<file path="config.mk">
export PLATFORM = sky130hd
export DESIGN_NAME = line_sensor_frontend
export DESIGN_NICKNAME = d
export VERILOG_FILES = /design/src/rtl/line_sensor_frontend_pkg.sv /design/src/rtl/line_sensor_frontend_debouncer.sv /design/src/rtl/line_sensor_frontend.sv
export SDC_FILE = /design/constraint.sdc
export NUM_CORES = 1
export LEC_CHECK = 0
export ABC_AREA = 1
export CAP_MARGIN = 20
export CORE_MARGIN = 1.5
export CORE_UTILIZATION = 60
export DETAILED_ROUTE_END_ITERATION = 16
export GPL_TIMING_DRIVEN = 1
export PLACE_DENSITY = 0.81
export SKIP_CTS_REPAIR_TIMING = 1
export SLEW_MARGIN = 20
export SYNTH_ARGS = -nofsm -noshare
export SYNTH_HDL_FRONTEND = slang
export SYNTH_HIERARCHICAL = 1
export SYNTH_SLANG_ARGS = --single-unit
export TNS_END_PERCENT = 1
</file>
<file path="constraint.sdc">
create_clock -name clock -period 8.9 [get_ports clock]
set_input_delay 1.78 -clock clock [delete_from_list [all_inputs] [get_ports clock]]
set_output_delay 1.78 -clock clock [all_outputs]
set_load 0.01 [all_outputs]
</file>
<file path="src/rtl/line_sensor_frontend_pkg.sv">
// Shared definitions for the line sensor front end and the drive controller.
package line_sensor_frontend_pkg;

   // Defaults shared with the drive controller so both agree on timing.
   localparam int DEF_SAMPLE_DIV       = 5000;  // 100 us at 50 MHz
   localparam int DEF_DEBOUNCE_SAMPLES = 8;
   localparam int DEF_LOST_SAMPLES     = 20;

   // Bit positions inside the 3-bit sensor vector.
   localparam int SENSOR_LEFT   = 2;
   localparam int SENSOR_CENTRE = 1;
   localparam int SENSOR_RIGHT  = 0;

   // Position of the bumper among the debounced inputs (after the sensors).
   localparam int BUMPER_IDX = 3;
   localparam int NUM_INPUTS = 4;

   // Classifier state encoding.
   typedef enum logic [2:0] {
      CENTERED = 3'd0,
      VEER_L   = 3'd1,
      VEER_R   = 3'd2,
      JUNCTION = 3'd3,
      LOST     = 3'd4
   } line_state_t;

   // Steering request bundle handed to the motor controller.
   typedef struct packed {
      logic veer_left;
      logic veer_right;
      logic junction;
      logic line_lost;
   } steer_t;

   // One-hot steering request for a classifier state; CENTERED requests nothing.
   function automatic steer_t decode_state(input line_state_t s);
      steer_t r;
      r = '0;
      case (s)
         VEER_L:   r.veer_left  = 1'b1;
         VEER_R:   r.veer_right = 1'b1;
         JUNCTION: r.junction   = 1'b1;
         LOST:     r.line_lost  = 1'b1;
         default:  r = '0;
      endcase
      return r;
   endfunction

endpackage

</file>
<file path="src/rtl/line_sensor_frontend_debouncer.sv">
// One-bit input conditioner: 2-flop synchroniser followed by a sample-tick
// driven debounce counter. A new level is accepted only after
// DEBOUNCE_SAMPLES consecutive ticks that disagree with the stable value.
module input_debouncer
   import line_sensor_frontend_pkg::*;
#(
   parameter int   DEBOUNCE_SAMPLES = DEF_DEBOUNCE_SAMPLES,
   parameter logic RESET_VAL        = 1'b0
) (
   input  logic clock,
   input  logic resetN,
   input  logic raw,
   input  logic sample_tick,
   output logic stable
);

   localparam int CW = $clog2(DEBOUNCE_SAMPLES + 1);
   localparam logic [CW-1:0] ACCEPT_AT = CW'(DEBOUNCE_SAMPLES - 1);

   logic [1:0]    sync;
   logic [CW-1:0] cnt;
   logic          synced;

   assign synced = sync[1];

   // Two-flop synchroniser; reset to the idle level so no spurious edge appears.
   always_ff @(posedge clock or negedge resetN) begin
      if (!resetN) sync <= {2{RESET_VAL}};
      else         sync <= {sync[0], raw};
   end

   // Debounce: any agreeing sample restarts the run, the Nth disagreeing one flips.
   always_ff @(posedge clock or negedge resetN) begin
      if (!resetN) begin
         stable <= RESET_VAL;
         cnt    <= '0;
      end else if (sample_tick) begin
         if (synced == stable) begin
            cnt <= '0;
         end else if (cnt == ACCEPT_AT) begin
            stable <= synced;
            cnt    <= '0;
         end else begin
            cnt <= cnt + CW'(1);
         end
      end
   end

endmodule

</file>
<file path="src/rtl/line_sensor_frontend.sv">
// Line sensor front end: conditions the IR line sensors and bumper, classifies
// the line position and latches bumper hits for the motor controller.
module line_sensor_frontend
   import line_sensor_frontend_pkg::*;
#(
   parameter int SAMPLE_DIV       = DEF_SAMPLE_DIV,
   parameter int DEBOUNCE_SAMPLES = DEF_DEBOUNCE_SAMPLES,
   parameter int LOST_SAMPLES     = DEF_LOST_SAMPLES
) (
   input  logic       clock,
   input  logic       resetN,
   input  logic [2:0] lineSensor,
   input  logic       bumperN,
   input  logic       collisionClear,
   output logic       veerLeft,
   output logic       veerRight,
   output logic       junction,
   output logic       lineLost,
   output logic       collision,
   output logic       sampleTick
);

   localparam int PW = (SAMPLE_DIV > 1) ? $clog2(SAMPLE_DIV) : 1;
   localparam logic [PW-1:0] TICK_AT = PW'(SAMPLE_DIV - 1);
   localparam int LW = $clog2(LOST_SAMPLES + 1);
   localparam logic [LW-1:0] LOST_AT = LW'(LOST_SAMPLES);

   logic [PW-1:0]         pre_cnt;
   logic                  eval_tick;
   logic [NUM_INPUTS-1:0] raw_in;
   logic [NUM_INPUTS-1:0] deb;
   logic [2:0]            pattern;
   logic                  bump_pressed;
   line_state_t           state, state_nxt;
   logic [LW-1:0]         lost_cnt, lost_nxt;
   steer_t                steer_q;
   logic                  collision_q;

   // Prescaler: free-running 0..SAMPLE_DIV-1, tick on the last count.
   always_ff @(posedge clock or negedge resetN) begin
      if (!resetN)                pre_cnt <= '0;
      else if (pre_cnt == TICK_AT) pre_cnt <= '0;
      else                        pre_cnt <= pre_cnt + PW'(1);
   end

   assign sampleTick = (pre_cnt == TICK_AT);

   // Classifier runs one cycle after the tick, once the debouncers have updated.
   always_ff @(posedge clock or negedge resetN) begin
      if (!resetN) eval_tick <= 1'b0;
      else         eval_tick <= sampleTick;
   end

   // Sensors in their own bit positions, bumper on top.
   assign raw_in = {bumperN, lineSensor};

   for (genvar i = 0; i < NUM_INPUTS; i++) begin : g_deb
      // Bumper idles released (high); line sensors idle dark (low).
      input_debouncer #(
         .DEBOUNCE_SAMPLES (DEBOUNCE_SAMPLES),
         .RESET_VAL        (i == BUMPER_IDX)
      ) u_deb (
         .clock       (clock),
         .resetN      (resetN),
         .raw         (raw_in[i]),
         .sample_tick (sampleTick),
         .stable      (deb[i])
      );
   end

   assign pattern      = {deb[SENSOR_LEFT], deb[SENSOR_CENTRE], deb[SENSOR_RIGHT]};
   assign bump_pressed = ~deb[BUMPER_IDX];

   // Classifier state and lost-line run counter.
   always_ff @(posedge clock or negedge resetN) begin
      if (!resetN) begin
         state    <= CENTERED;
         lost_cnt <= '0;
      end else begin
         state    <= state_nxt;
         lost_cnt <= lost_nxt;
      end
   end

   // Next-state: 101 is physically impossible and just holds; 000 holds until
   // the dark run is long enough to call the line lost.
   always_comb begin
      state_nxt = state;
      lost_nxt  = lost_cnt;
      if (eval_tick) begin
         case (pattern)
            3'b010: begin
               state_nxt = CENTERED;
               lost_nxt  = '0;
            end
            3'b110, 3'b100: begin
               state_nxt = VEER_L;
               lost_nxt  = '0;
            end
            3'b011, 3'b001: begin
               state_nxt = VEER_R;
               lost_nxt  = '0;
            end
            3'b111: begin
               state_nxt = JUNCTION;
               lost_nxt  = '0;
            end
            3'b000: begin
               if (lost_cnt != LOST_AT) lost_nxt = lost_cnt + LW'(1);
               if (lost_nxt == LOST_AT) state_nxt = LOST;
            end
            default: begin
               lost_nxt = '0;
            end
         endcase
      end
   end

   // Output register keeps the steering requests glitch-free and one-hot.
   always_ff @(posedge clock or negedge resetN) begin
      if (!resetN) steer_q <= '0;
      else         steer_q <= decode_state(state);
   end

   // Collision latch: a pressed bumper always wins over a clear request.
   always_ff @(posedge clock or negedge resetN) begin
      if (!resetN)             collision_q <= 1'b0;
      else if (bump_pressed)   collision_q <= 1'b1;
      else if (collisionClear) collision_q <= 1'b0;
   end

   assign veerLeft  = steer_q.veer_left;
   assign veerRight = steer_q.veer_right;
   assign junction  = steer_q.junction;
   assign lineLost  = steer_q.line_lost;
   assign collision = collision_q;

endmodule

</file>
# Word level (Yosys, flattened, before mapping)

Index checks and enable logic that the tools add are counted.

Bits of input ports: 7
Logic and storage cells: 84
Flip-flop bits (word level): 55
Output and inout bits: 6

Muxes and demuxes: 21
Reduce and logical (&&, ||, !) cells: 9
Add/subtract/negate cells: 6
Equality and inequality tests: 23
Bitwise gates (word level): 4

Operator list:

| kind                                                                   | number |
|---|---|
| 4-bit 2-to-1 mux                                                       | 8 |
| 5-bit 2-to-1 mux                                                       | 4 |
| 4-bit by 1-bit adder with 4-bit output (second input constant)         | 4 |
| 4-bit by 3-bit equality test with 1-bit output (second input constant) | 4 |
| 3-bit case mux with 5 select lines                                     | 1 |
| 3-bit AND reduction                                                    | 5 |
| 13-bit by 1-bit adder with 13-bit output (second input constant)       | 1 |
| 13-bit equality test (second input constant)                           | 1 |
| 13-bit 2-to-1 mux                                                      | 1 |
| 3-bit by 2-bit equality test with 1-bit output (second input constant) | 4 |
| 3-bit equality test (second input constant)                            | 4 |
| 3-bit by 1-bit equality test with 1-bit output (second input constant) | 2 |
| 1-bit 2-to-1 mux                                                       | 6 |
| 5-bit by 1-bit adder with 5-bit output (second input constant)         | 1 |
| 5-bit equality test (second input constant)                            | 1 |
| 5-bit inequality test (second input constant)                          | 1 |
| 5-bit nonzero test                                                     | 1 |
| 1-bit equality test                                                    | 4 |
| 2-bit inequality test (second input constant)                          | 2 |
| 1-bit inverter                                                         | 4 |
| 2-bit OR reduction                                                     | 2 |
| 3-bit logical NOT                                                      | 1 |
| 3-bit 2-to-1 mux                                                       | 1 |

# Longest topological paths before layout

Word-level depth: 7
Depth in mapped cells: 12
Depth with buffers taken out: 12

# Cells and area by module

The synthesis kept the hierarchy.

Modules (own cells, without submodules):

| module                               | times used | cells each | area each (um2) |
|---|---|---|---|
| line_sensor_frontend                 | 1          | 155        | 1325.0 |
| input_debouncer (g_deb[0].u_deb ...) | 3          | 40         | 320.3 |
| input_debouncer (g_deb[3].u_deb)     | 1          | 40         | 324.1 |

# Worst setup path after synthesis

Ideal clock, no wire load.

Path kind: reg2out
Start point: register pre_cnt[0]
End point: output port sampleTick
Required time: 7120 ps
Stages on the path, launching flop included: 4
Arrival time: 2804 ps
Buffers on the path: 0
Setup slack: 4316 ps
Cells stage by stage: dfrtp_1 -> ha_1 -> nand2_1 -> nor4_1

Word-level cells in the longest chain between the ends: 1

Ends and longest elaborated chain:

| what                   | RTL line                   | RTL |
|---|---|---|
| from (decl)            | line_sensor_frontend.sv:28 | `logic [PW-1:0] pre_cnt;` |
| from (signal assigned) | line_sensor_frontend.sv:43 | `else pre_cnt <= pre_cnt + PW'(1);` |
| 13-bit equality test   | line_sensor_frontend.sv:46 | `assign sampleTick = (pre_cnt == TICK_AT);` |
| to (decl)              | line_sensor_frontend.sv:20 | `output logic sampleTick` |

No other way between the ends.

# Worst setup path after layout

Same ends and word-level chain as after synthesis.

==> flow_summary_export.csv <==
group,metric,value,unit
outcome,status,"completed",
routing,avgRoutedWirePerCell,10.9,um
sta,fin_crit,3720,ps
floorplan,die_h,69.0,um
sta,post-route-period-util,0.418,
final_layout,regArea,1380,um2
cts,tritoncts,"yes",
worst_setup_path,crit_start,"pre_cnt[0]",
synth,synth.largest_area_cell,"sky130_fd_sc_hd__dfrtp_1",
sta,finalHoldViolations,0,
routing,drt_iter0_markers,115,
sta,maxSlewHeadroom,0.560,
floorplan,std_cell_rows,23,
synth,yosys.cell_types.count,27,
routing,remaining_number_of_nets_flagged_by_the_antenna_check_after_routing,0,
pwr,combinational_cell_fraction_of_total_power,0.026,
pwr,sw_frac_of_total,0.211,
final_layout,areaGrowthSynthToFinish,10.7,%
place,gpl.final_weighted_congestion,0.884,
pwr,highest_ir_drop_seen_on_vdd,0.0971,mV
final_layout,drive_gt1_frac,0.0744,
cts,htree_levels,2,
global_route,first_global_vias,1786,
synth,yosysWarningCount,6,
pwr,pwr-share-seq,0.642,
routing,via_count,1984,
floorplan,placeable_core_area,4090,um2
final_layout,antenna_cells_inserted,0,
worst_setup_path,worstReg2RegStart,"pre_cnt[0]",
pwr,share_clk_of_total_power,0.332,
synth,net_count_after_synthesis,329,
routing,drc_errors,0,
sta,tightestPinTransition,661,ps
global_route,grt_pass1_wl,7450,um
worst_setup_path,worstPathCellList,"ha_1, nand2_1, nor4_2, clkdlybuf4s50_1",
synth,yosysSeqAreaShare,0.529,
worst_hold_path,start_point_of_the_worst_hold_path,"g_deb[2].u_deb/sync[0]",
worst_setup_path,timing.critical_path.slowest_stage_cell,"sky130_fd_sc_hd__clkdlybuf4s50_1",
final_layout,area_of_the_multi_input_gates,1060,um2
synth,netlist_top_cells_count,"sky130_fd_sc_hd__nand2_1, sky130_fd_sc_hd__dfrtp_1, sky130_fd_sc_hd__inv_1",
cts,worst_setup_hold_path_clk_slew,90,ps
global_route,grt_antenna_before_repair,0,
final_layout,finalCoreUtilization,0.707,
global_route,grtUsageMet2,0.335,
sta,finalSetupViolations,0,
cts,cts_inserted_buffers,5,
sta,maximum_achievable_frequency,0.269,GHz
synth,post_synthesis_cells,315,
floorplan,die_w,69.0,um
pwr,pwr_density_cell,136,nW/um2
pwr,p_int,310,uW
synth,yosys_most_used_dff,"sky130_fd_sc_hd__dfrtp_1",
routing,drt-pass1-iter-count,4,
worst_setup_path,cp_slowest_stage_delay,600,ps
sta,tns,0,ps
place,instance_area_after_placement,2810,um2
final_layout,finalNonFillerCells,386,
sta,fin_worst_hold_slack,356,ps
synth,synth-async-reset-ratio,1.00,
worst_setup_path,required,7120,ps
global_route,grt_util_met3,0.0519,
routing,wirelength,4220,um
pwr,power.switching,83.2,uW
global_route,gr-total-overflow,0,
synth,synth.top_cell.area_share,0.499,
synth,synth.most_common_cell,"sky130_fd_sc_hd__nand2_1",
sta,clock_skew,9.49,ps
final_layout,layout.filler_cells,321,
synth,synth_area_per_cell,8.29,um2
synth,synth-edff-count,0,
synth,netlist_area,2610,um2
place,place.detailed.hpwl,2980,um
routing,via_per_inst,5.14,
global_route,met1_track_demand_over_resource_in_global_routing,0.277,
floorplan,effective_utilization_at_floorplan,0.639,
global_route,grt.total_usage,0.214,
synth,synth.ff_latch_count,55,
cts,insertion_delay,310,ps
floorplan,fp.dieArea,4750,um2
place,dp_cells,378,
global_route,pin_count_of_the_biggest_net_entering_global_routing,56,
final_layout,stdcell_area,2890,um2
worst_setup_path,critical_path.endpoint_type,"output pin",
sta,grt_setup_unrepaired,"false",
final_layout,layout.nets,349,
run,cap_viol_max_count,0,
worst_setup_path,cp-start-kind,"flip-flop",
cts,cts.sink_count,55,
cts,cts_buffer_depth,2,
cts,cts-root-buf,"sky130_fd_sc_hd__clkbuf_8",
worst_hold_path,min-delay-path-class,"flip-flop to flip-flop",
worst_setup_path,critical_path_arrival,1940,ps
synth,yosys-top-cells-area,"sky130_fd_sc_hd__dfrtp_1, sky130_fd_sc_hd__nand2_1, sky130_fd_sc_hd__inv_1",
worst_setup_path,crit_path_max_fanout,4,
floorplan,top_level_ports,13,
pwr,p_leak,1.42,nW
place,numPortBuffers,12,
sta,timing.final.max_slew_violations,0,
global_route,busiest_metal_layer_after_global_routing,"met2",
worst_setup_path,critical_path_class,"flip-flop to output pin",
-- layout make-up --
| cell class | instances | area share |
|---|---|---|
| Tap cell | 50 | 0.0216 |
| Sequential cell | 55 | 0.477 |
| Clock buffer | 6 | 0.0251 |
| Inverter | 46 | 0.0597 |
| Clock inverter | 2 | 0.00433 |
| Multi-Input combinational cell | 213 | 0.367 |
| Timing Repair Buffer | 14 | 0.0450 |
-- routing by layer --
layer  wire length (um)  up-vias  share of wire
li1                   -     1042              -
met1               2040      903           0.48
met2               1960       31           0.46
met3                137        8          0.032
met4                 91        0          0.022
met5                  0        -              0
-- sequential cells by signal, indices dropped and copies added (netlist names), 3 cells and up --
name,cells
g_deb.u_deb/stable,4
g_deb.u_deb/sync,8
lost_cnt,5
state,3
pre_cnt,13
g_deb.u_deb/cnt,16
-- cell families after synthesis --
| family | after synthesis | share of synthesized area |
|---|---|---|
| compound gates | 35 | 0.0710 |
| xor+xnor | 7 | 0.0235 |
| fa+ha+maj | 7 | 0.0336 |
| buf+inv | 47 | 0.0676 |
| flops | 55 | 0.529 |
| simple gates | 164 | 0.276 |
-- metrics by stage --
step                      total power, mW  setup slack, ps
after floorplan                     0.260             4320
after global placement              0.268             5550
after detailed placement            0.268             5520
after CTS                           0.400             5150
after global routing                0.411             5000
final                               0.393             5180
-- cells in the final DEF, fill, tap and decap left out, types with 7 or more instances in the layout --
master / n
sky130_fd_sc_hd__nand3_1: 22
sky130_fd_sc_hd__clkdlybuf4s50_1: 11
sky130_fd_sc_hd__o21ai_0: 12
sky130_fd_sc_hd__a21oi_1: 13
sky130_fd_sc_hd__ha_1: 7
sky130_fd_sc_hd__inv_1: 42
sky130_fd_sc_hd__dfrtp_1: 52
sky130_fd_sc_hd__nand2_1: 93
sky130_fd_sc_hd__nor2_1: 21
sky130_fd_sc_hd__xor2_1: 7
-- critical path, delay by kind of cell (launching register included) --
| kind | cells | cell delay [ps] |
|---|---|---|
| adder cells (fa/ha/maj) | 1 | 240 |
| buffers and inverters | 1 | 600 |
| flip-flops | 1 | 380 |
| AND/OR/NAND/NOR | 2 | 420 |
-- power groups by stage --
stage          clock network, mW  logic, mW  registers, mW
2_1_floorplan                  0    0.00248          0.257
3_3_place_gp                   0     0.0103          0.257
3_5_place_dp                   0     0.0105          0.257
4_1_cts                    0.136     0.0106          0.253
5_1_grt                    0.146     0.0121          0.253
6_report                   0.131     0.0102          0.253
-- worst paths after layout --
kind                                     endpoint  slack, ps  cells past startpoint
setup reg to reg            g_deb[1].u_deb/cnt[3]       7000                      8
hold reg to reg            g_deb[2].u_deb/sync[1]        360                      0
max in group asynchronous  g_deb[2].u_deb/sync[1]       6870                      2
min in group asynchronous             lost_cnt[2]       1580                      2
setup / recovery                       sampleTick       5180                      4
hold / removal             g_deb[2].u_deb/sync[1]        360                      0
(Power assumes the default switching activity.)
